## src/rtl/pe_os_pipelined.sv

```systemverilog
// Output-stationary systolic PE: forwards operands south/east, multiplies in stage 1,
// accumulates into a guard-bit accumulator in stage 2 and emits one rounded, saturated result per tile.
module pe_os_pipelined #(
    parameter int BIT_WIDTH  = 16,
    parameter int FRAC_WIDTH = 8,
    parameter int GUARD_BITS = 4
) (
    input  logic                 clk,
    input  logic                 rst,
    input  logic [BIT_WIDTH-1:0] data_north,
    input  logic                 valid_north,
    input  logic [BIT_WIDTH-1:0] data_west,
    input  logic                 valid_west,
    input  logic                 first_west,
    input  logic                 last_west,
    output logic [BIT_WIDTH-1:0] data_south,
    output logic                 valid_south,
    output logic [BIT_WIDTH-1:0] data_east,
    output logic                 valid_east,
    output logic                 first_east,
    output logic                 last_east,
    output logic [BIT_WIDTH-1:0] result,
    output logic                 result_valid,
    output logic                 result_sat,
    output logic                 protocol_err
);

    localparam int PROD_WIDTH = 2 * BIT_WIDTH;
    localparam int ACC_WIDTH  = PROD_WIDTH + GUARD_BITS;

    typedef enum logic [0:0] {IDLE = 1'b0, RUN = 1'b1} state_t;

    // Returns {clamped, value}: base + sign-extended product, clamped to the accumulator range.
    function automatic logic [ACC_WIDTH:0] sat_acc(input logic [ACC_WIDTH-1:0] base,
                                                   input logic [PROD_WIDTH-1:0] prod);
        logic [ACC_WIDTH:0] sum;
        sum = {base[ACC_WIDTH-1], base}
            + {{(ACC_WIDTH + 1 - PROD_WIDTH){prod[PROD_WIDTH-1]}}, prod};
        if (sum[ACC_WIDTH] != sum[ACC_WIDTH-1]) begin
            return {1'b1, sum[ACC_WIDTH], {(ACC_WIDTH - 1){~sum[ACC_WIDTH]}}};
        end else begin
            return {1'b0, sum[ACC_WIDTH-1:0]};
        end
    endfunction

    // Returns {clamped, value}: round half up, drop the fractional bits, clamp to the result range.
    function automatic logic [BIT_WIDTH:0] round_sat(input logic [ACC_WIDTH-1:0] a);
        logic        [ACC_WIDTH:0] rnd;
        logic signed [ACC_WIDTH:0] r;
        rnd = '0;
        rnd[FRAC_WIDTH-1] = 1'b1;
        r = $signed({a[ACC_WIDTH-1], a} + rnd);
        r = r >>> FRAC_WIDTH;
        if ((&r[ACC_WIDTH:BIT_WIDTH-1]) || !(|r[ACC_WIDTH:BIT_WIDTH-1])) begin
            return {1'b0, r[BIT_WIDTH-1:0]};
        end else begin
            return {1'b1, r[ACC_WIDTH], {(BIT_WIDTH - 1){~r[ACC_WIDTH]}}};
        end
    endfunction

    logic                         mac_s;
    logic                         mismatch_s;
    logic signed [PROD_WIDTH-1:0] prod_r;
    logic                         prod_v_r;
    logic                         prod_first_r;
    logic                         prod_last_r;
    logic        [ACC_WIDTH-1:0]  acc_r;
    logic                         tile_sat_r;
    state_t                       state_r;
    state_t                       next_state_s;
    logic                         restart_s;
    logic                         seq_err_s;
    logic        [ACC_WIDTH-1:0]  acc_base_s;
    logic        [ACC_WIDTH-1:0]  acc_sum_s;
    logic                         acc_sat_s;
    logic                         tile_sat_next_s;
    logic        [BIT_WIDTH-1:0]  out_val_s;
    logic                         out_sat_s;

    assign mac_s      = valid_north & valid_west;
    assign mismatch_s = valid_north ^ valid_west;

    // Operand forwarding to the south and east neighbours, independent of valids.
    always_ff @(posedge clk) begin
        if (rst) begin
            data_south  <= '0;
            valid_south <= 1'b0;
            data_east   <= '0;
            valid_east  <= 1'b0;
            first_east  <= 1'b0;
            last_east   <= 1'b0;
        end else begin
            data_south  <= data_north;
            valid_south <= valid_north;
            data_east   <= data_west;
            valid_east  <= valid_west;
            first_east  <= first_west;
            last_east   <= last_west;
        end
    end

    // Stage 1: full-width signed product with its tile tags.
    always_ff @(posedge clk) begin
        if (rst) begin
            prod_r       <= '0;
            prod_v_r     <= 1'b0;
            prod_first_r <= 1'b0;
            prod_last_r  <= 1'b0;
        end else if (mac_s) begin
            prod_r       <= $signed(data_west) * $signed(data_north);
            prod_v_r     <= 1'b1;
            prod_first_r <= first_west;
            prod_last_r  <= last_west;
        end else begin
            prod_v_r     <= 1'b0;
        end
    end

    // Tile sequencing state register.
    always_ff @(posedge clk) begin
        if (rst) begin
            state_r <= IDLE;
        end else begin
            state_r <= next_state_s;
        end
    end

    // Next state: a stage-2 beat ends the tile on last, otherwise keeps it running.
    always_comb begin
        next_state_s = state_r;
        case (state_r)
            IDLE: begin
                if (prod_v_r && !prod_last_r) next_state_s = RUN;
                else                          next_state_s = IDLE;
            end
            RUN: begin
                if (prod_v_r && prod_last_r) next_state_s = IDLE;
                else                         next_state_s = RUN;
            end
            default: next_state_s = IDLE;
        endcase
    end

    // Stage-2 datapath: a beat in IDLE always starts a tile, even without its first tag.
    always_comb begin
        restart_s                = prod_first_r | (state_r == IDLE);
        seq_err_s                = prod_v_r & (prod_first_r ^ (state_r == IDLE));
        acc_base_s               = restart_s ? '0 : acc_r;
        {acc_sat_s, acc_sum_s}   = sat_acc(acc_base_s, prod_r);
        tile_sat_next_s          = acc_sat_s | (~restart_s & tile_sat_r);
        {out_sat_s, out_val_s}   = round_sat(acc_sum_s);
    end

    // Stage 2: accumulate, convert on the last beat, track sticky protocol errors.
    always_ff @(posedge clk) begin
        if (rst) begin
            acc_r        <= '0;
            tile_sat_r   <= 1'b0;
            result       <= '0;
            result_valid <= 1'b0;
            result_sat   <= 1'b0;
            protocol_err <= 1'b0;
        end else begin
            if (prod_v_r) begin
                acc_r      <= acc_sum_s;
                tile_sat_r <= tile_sat_next_s;
            end
            if (prod_v_r && prod_last_r) begin
                result       <= out_val_s;
                result_sat   <= out_sat_s | tile_sat_next_s;
                result_valid <= 1'b1;
            end else begin
                result_valid <= 1'b0;
            end
            protocol_err <= protocol_err | mismatch_s | seq_err_s;
        end
    end

endmodule

```

## config.mk

```make
export PLATFORM = sky130hd
export DESIGN_NAME = pe_os_pipelined
export DESIGN_NICKNAME = d
export VERILOG_FILES = /design/src/rtl/pe_os_pipelined.sv
export SDC_FILE = /design/constraint.sdc
export NUM_CORES = 1
export LEC_CHECK = 0
export ABC_AREA = 1
export CAP_MARGIN = 20
export CELL_PAD_IN_SITES_DETAIL_PLACEMENT = 1
export CELL_PAD_IN_SITES_GLOBAL_PLACEMENT = 2
export CORE_ASPECT_RATIO = 0.75
export CORE_MARGIN = 4
export CORE_UTILIZATION = 34
export CTS_CLUSTER_DIAMETER = 80
export DETAILED_ROUTE_END_ITERATION = 7
export DONT_BUFFER_PORTS = 1
export GPL_ROUTABILITY_DRIVEN = 0
export GPL_TIMING_DRIVEN = 0
export PLACE_DENSITY = 0.75
export SLEW_MARGIN = 30
export SYNTH_ARGS = -nofsm -noshare
export SYNTH_HDL_FRONTEND = slang
export SYNTH_SLANG_ARGS = --single-unit
export TNS_END_PERCENT = 10
```

## constraint.sdc

```tcl
create_clock -name clk -period 7.6 [get_ports clk]
set_input_delay 1.52 -clock clk [delete_from_list [all_inputs] [get_ports clk]]
set_output_delay 1.52 -clock clk [all_outputs]
set_load 0.02 [all_outputs]
```

* After elaboration in Yosys (flattened, before gate mapping)
Index checks and enable logic that the tools add are counted.
** Word-level totals
- Flip-flop bits (word level) :: 128
- Latch bits :: 0
- Memory bits (writable) :: 0
- Bits in read-only memories :: 0
- Input port bits :: 38
- Output and inout bits :: 55
- Memories :: 0
** Cells by class
- $add $sub $neg :: 2
- Multipliers :: 1
- Div/mod/pow operators :: 0
- Magnitude comparators :: 0
- Equality and inequality tests :: 1
- Shift operators :: 0
- Multiplexer cells :: 8
- Bitwise gates (word level) :: 14
- Reduce and logical (&&, ||, !) cells :: 7
** Operators by type and width (count)
- 36-bit by 32-bit adder with 37-bit output :: 1
- 36-bit by 9-bit adder with 37-bit output (second input constant) :: 1
- 37-bit 2-to-1 mux :: 1
- 36-bit 2-to-1 mux :: 1
- 16-bit by 16-bit multiplier with 32-bit output :: 1
- 17-bit 2-to-1 mux :: 1
- 14-bit AND reduction :: 1
- 14-bit OR reduction :: 1
- 1-bit bitwise OR :: 5
- 1-bit 2-to-1 mux :: 4
- 1-bit inverter :: 4
- 1-bit bitwise AND :: 3
- 1-bit logical AND :: 2
- 1-bit logical NOT :: 2
- 1-bit case mux with 2 select lines :: 1
- 1-bit bitwise XOR :: 2
- 1-bit logical OR :: 1
- 1-bit != test :: 1

* Logic depth before layout (Yosys ltp)
Gate-level depths: netlist (run 1).
- Depth after elaboration :: 12
- Depth in mapped cells :: 42

* Least setup slack after synthesis (run 1)
OpenSTA, ideal clock, no wires.
- Path kind :: input-to-reg
- Start :: in data_west[11]
- End :: reg prod_r[29]
- Library setup time :: 115 ps
- Arrival time :: 7180 ps
- Path slack :: 305 ps
- Stages :: 26
- Path buffers :: 2
- Cell sequence :: clkbuf_1 > clkbuf_1 > nand2_1 > fa_1 > fa_1 > fa_1 > inv_1 > fa_1 > fa_1 > inv_1 > fa_1 > inv_1 > ha_1 > nand2_1 > o21ai_0 > a21boi_0 > o21ai_0 > a21oi_1 > o21ai_0 > nand2_1 > nand2_1 > nand2_1 > nand3_1 > nand2_1 > o21ai_0 > inv_1
** On the way
- Cells in the longest elaborated chain, start to end :: 1
** RTL lines
- from (decl) :: RTL line 12 : input logic [BIT_WIDTH-1:0] data_west,
- 16-bit by 16-bit multiplier with 32-bit output :: RTL line 110 : prod_r <= $signed(data_west) * $signed(data_north);
- to (signal assigned) :: RTL line 110
- to (decl) :: RTL line 63 : logic signed [PROD_WIDTH-1:0] prod_r;
Every way passes these cells.
A chain may end at the register's enable or synchronous reset.

* Worst setup path in the final report (run 1)
- Start :: in data_north[10]
- End :: reg prod_r[26]
** On the way
- Cells in the longest elaborated chain, start to end :: 1
** RTL lines
- from (decl) :: RTL line 10 : input logic [BIT_WIDTH-1:0] data_north,
- 16-bit by 16-bit multiplier with 32-bit output :: RTL line 110
Every way passes these cells.

==> results of run 1 <==
[worst register-to-register path: cells and delay by family (launching register included)]
kind                     cells  cell delay [ns]
AND/OR/NAND/NOR             22             2.86
buffers and inverters        9             1.65
adder cells (fa/ha/maj)      4             1.52
flip-flops                   1             0.31
AO/OA/AOI/OAI                1             0.27
XOR/XNOR                     1             0.17
[cell families (layout without fill, tap and decap cells)]
kind of cell | Yosys count | count (layout) | share of synthesized area [%]
flops | 128 | 128 | 13.4
buf+inv | 832 | 864 | 16.6
compound gates | 223 | 223 | 6.73
xor+xnor | 52 | 52 | 2.39
simple gates | 1177 | 1177 | 25.2
fa+ha+maj | 385 | 385 | 35.6
[cells in the final DEF, fill, tap and decap left out, types with 10 or more instances in the layout]
cell and instances:
nand2_1 720, inv_1 717, nor2_1 267, fa_1 262, dfxtp_1 128, nand3_1 123
ha_1 122, o21ai_0 77, a21oi_1 75, clkbuf_2 46, clkbuf_1 40, xor2_1 32
xnor2_1 20, clkbuf_16 17, o211ai_1 16, nand4_1 13, nand2_2 11, o21ai_1 11
nor2_2 10
[timing repair]
item                                    in CTS  in global routing
endpoints found under the setup margin      15                 26
buffers inserted                             0                  2
pin swaps                                    0                  2
resized for setup                           42                 54
endpoints found under the hold margin        0                  0
[routing by layer]
metal | vias up | global-route usage [%] | wire length (um)
li1 | 8204 | - | -
met1 | 8520 | 36.7 | 35700
met2 | 363 | 33.8 | 27100
met3 | 50 | 6.15 | 4780
met4 | 2 | 4.62 | 886
met5 | - | 0 | 13
[through the flow]
stage	cell area, um^2	TNS (ns)	instances
floorplan	19100	0	2797
global placement	20000	-10.70	3519
detailed placement	20000	-12.45	3519
CTS	20600	-0.116	3551
global route	20700	-0.249	3551
finish	20700	0	3551
[final cells by class]
| class | instances | area [um^2] |
|---|---|---|
| buffer | 108 | 538 |
| clock buffer | 19 | 443 |
| clock inverter | 13 | 151 |
| fill | 7130 | 34300 |
| inverter | 722 | 2710 |
| multi-input combinational | 1837 | 13400 |
| sequential | 128 | 2560 |
| tap | 722 | 903 |
| timing repair buffer | 2 | 15.0 |
[power groups by stage]
stage | Clock [mW] | Sequential (mW) | Combinational, mW
floorplan | 0 | 0.806 | 6.45
global placement | 0 | 0.843 | 8.65
detailed placement | 0 | 0.843 | 8.83
CTS | 0.895 | 0.829 | 8.92
global route | 0.926 | 0.834 | 10.4
finish | 0.874 | 0.829 | 9.05
[state kept, by name, indices dropped and copies added, names as in the netlist, 16 cells and up, named ones only]
signal,cells
data_east,16
prod_r,32
data_south,16
acc_r,36
result,16
[how the worst max path moves through the flow]
stage,end,slack [ns]
3_5_place_dp,prod_r[25],-1.49
2_1_floorplan,prod_r[29],0.30
4_1_cts,prod_r[29],-0.09
5_1_grt,prod_r[26],-0.16
3_3_place_gp,prod_r[29],-1.29
6_report,prod_r[26],0.12
==> impl_metrics.env, run 1 <==
export IMPL_combPwrFrac_pct=84.2
export IMPL_drc_errors=0
export IMPL_setup_viol=0
export IMPL_num_vias=17139
export IMPL_routed_via_density=4.83
export IMPL_synth_common_cells="nand2_1, inv_1, nor2_1"
export IMPL_cp_num_buf_inv=7
export IMPL_holdBufCountCts=0
export IMPL_syn_nets=3220
export IMPL_yosys_warnings=0
export IMPL_drive_gt1_share_pct=5.44
export IMPL_io_pins=93
export IMPL_worstMarginPinSlew_ns=1.04
export IMPL_synth_seq_area_share_pct=13.4
export IMPL_netlist_instances=2797
export IMPL_power_density_nw_per_um2=520
export IMPL_whs_path_depth=2
export IMPL_portBuffers=0
export IMPL_synth_edf_count=0
export IMPL_crit_required_ns=8.03
export IMPL_cts_root_buf="clkbuf_16"
export IMPL_dp_hpwl_um=59300
export IMPL_clkPwrFrac_pct=8.1
export IMPL_cp_max_fo=10
export IMPL_grt_max_degree=17
export IMPL_rrSetupSlack_ns=0.73
export IMPL_cts_tree="done"
export IMPL_synth_async_reset_ratio_pct=0
export IMPL_final_max_slew_violation_count=0
export IMPL_reg2reg_depth=37
export IMPL_critPathKind="in -> reg"
export IMPL_avgSynthCellArea_um2=6.82
export IMPL_rsz0062_at_grt="true"
export IMPL_finalNetCount=3239
export IMPL_layout_min_cycle_time_ns=7.48
export IMPL_grt_use_total_pct=23.9
export IMPL_holdWs_ns=0.477
export IMPL_routed_wl_um=68500
export IMPL_max_cap_violations=0
export IMPL_max_slew_margin_rel_pct=30.4
export IMPL_end_kind="register"
export IMPL_crit_arrival_ns=7.90
export IMPL_cp_slowest_stage_delay_ns=0.56
export IMPL_switching_share_pct=57.8
export IMPL_fmax_mhz=134
export IMPL_clock_latency_ns=0.48
export IMPL_yosysTopAreaCell="fa_1"
export IMPL_core_area_um2=55000
export IMPL_clock_sinks=128
export IMPL_hp_class="reg -> reg"
export IMPL_grt_pass1_wl_um=108000
export IMPL_final_core_util_pct=37.6
export IMPL_synth_ff_type="dfxtp_1"
export IMPL_skew_ns=0.0138
export IMPL_antenna_found_initial=3
export IMPL_synth_area_top_cells="fa_1, nand2_1, inv_1"
export IMPL_cp_top_family="adder cells"
export IMPL_drtAntennaViolNets=0
export IMPL_crit_path_top_delay_cell="fa_1"
export IMPL_drt_pass1_iterations=5
export IMPL_start_util_pct=34.7
export IMPL_netlist_area_um2=19100
export IMPL_yosysMostFrequentCell="nand2_1"
export IMPL_worstReg2RegEnd="result[8]"
export IMPL_crit_chain="clkbuf_2 -> clkbuf_1 -> nand2_1 -> fa_1 -> inv_1 -> fa_1 -> fa_1 -> fa_1 -> fa_1 -> inv_1 -> fa_1 -> inv_1 -> ha_1 -> a21oi_1 -> o21ai_0 -> o21bai_1 -> a21oi_1 -> o21ai_0 -> nand2_1 -> inv_1 -> o21ai_0 -> o211ai_1 -> inv_1"
export IMPL_fp_row_count=74
export IMPL_crit_path_start="data_north[10]"
export IMPL_grt_overflow=0
export IMPL_min_to="acc_r[0]"
export IMPL_wl_per_cell_um=19.3
export IMPL_die_h_um=213
export IMPL_peakVddDrop_mv=0.558
export IMPL_place_ws_ns=-1.49
export IMPL_clockBufferDepth=2
export IMPL_yosysTopAreaCellShare_pct=27.6
export IMPL_cp_start_kind="primary input"
export IMPL_power_mw=10.8
export IMPL_htree_levels=4
export IMPL_cp_num_cells=23
export IMPL_n_antenna_cell=0
export IMPL_worst_slack_ns=0.123
export IMPL_numCtsBuffers=17
export IMPL_seq_power_share_pct=7.7
export IMPL_p_sw_mw=6.22
export IMPL_p_leak_nw=12.0
export IMPL_area_growth_pct=8.48
export IMPL_synth_distinct_cells=46
export IMPL_initialDrtViolationCount=1069
export IMPL_hold_viol=0
export IMPL_holdCritStartpoint="acc_r[0]"
export IMPL_grt_pass1_vias=18330
export IMPL_status="completed"
export IMPL_r2r_start="prod_first_r"
export IMPL_finalCritPeriodShare_pct=98.4
export IMPL_die_area_um2=60000
export IMPL_p_int_mw=4.54
export IMPL_synth_seq_cells=128
export IMPL_die_w_um=281
export IMPL_cts_clk_slew_worst_paths_ns=0.07
export IMPL_crit_path_frequent_cell="fa_1"
No activity file was read; power rests on OpenSTA's default activity.
==> inputs of run 2 (changes only) <==
--- a/config.mk
+++ b/config.mk
@@ -6,7 +6,6 @@
 export NUM_CORES = 1
 export LEC_CHECK = 0
 export ABC_AREA = 1
-export CAP_MARGIN = 20
 export CELL_PAD_IN_SITES_DETAIL_PLACEMENT = 1
 export CELL_PAD_IN_SITES_GLOBAL_PLACEMENT = 2
 export CORE_ASPECT_RATIO = 0.75
==> results of run 2 <==
Final layout, timing and power as in run 1 (identical DEF).
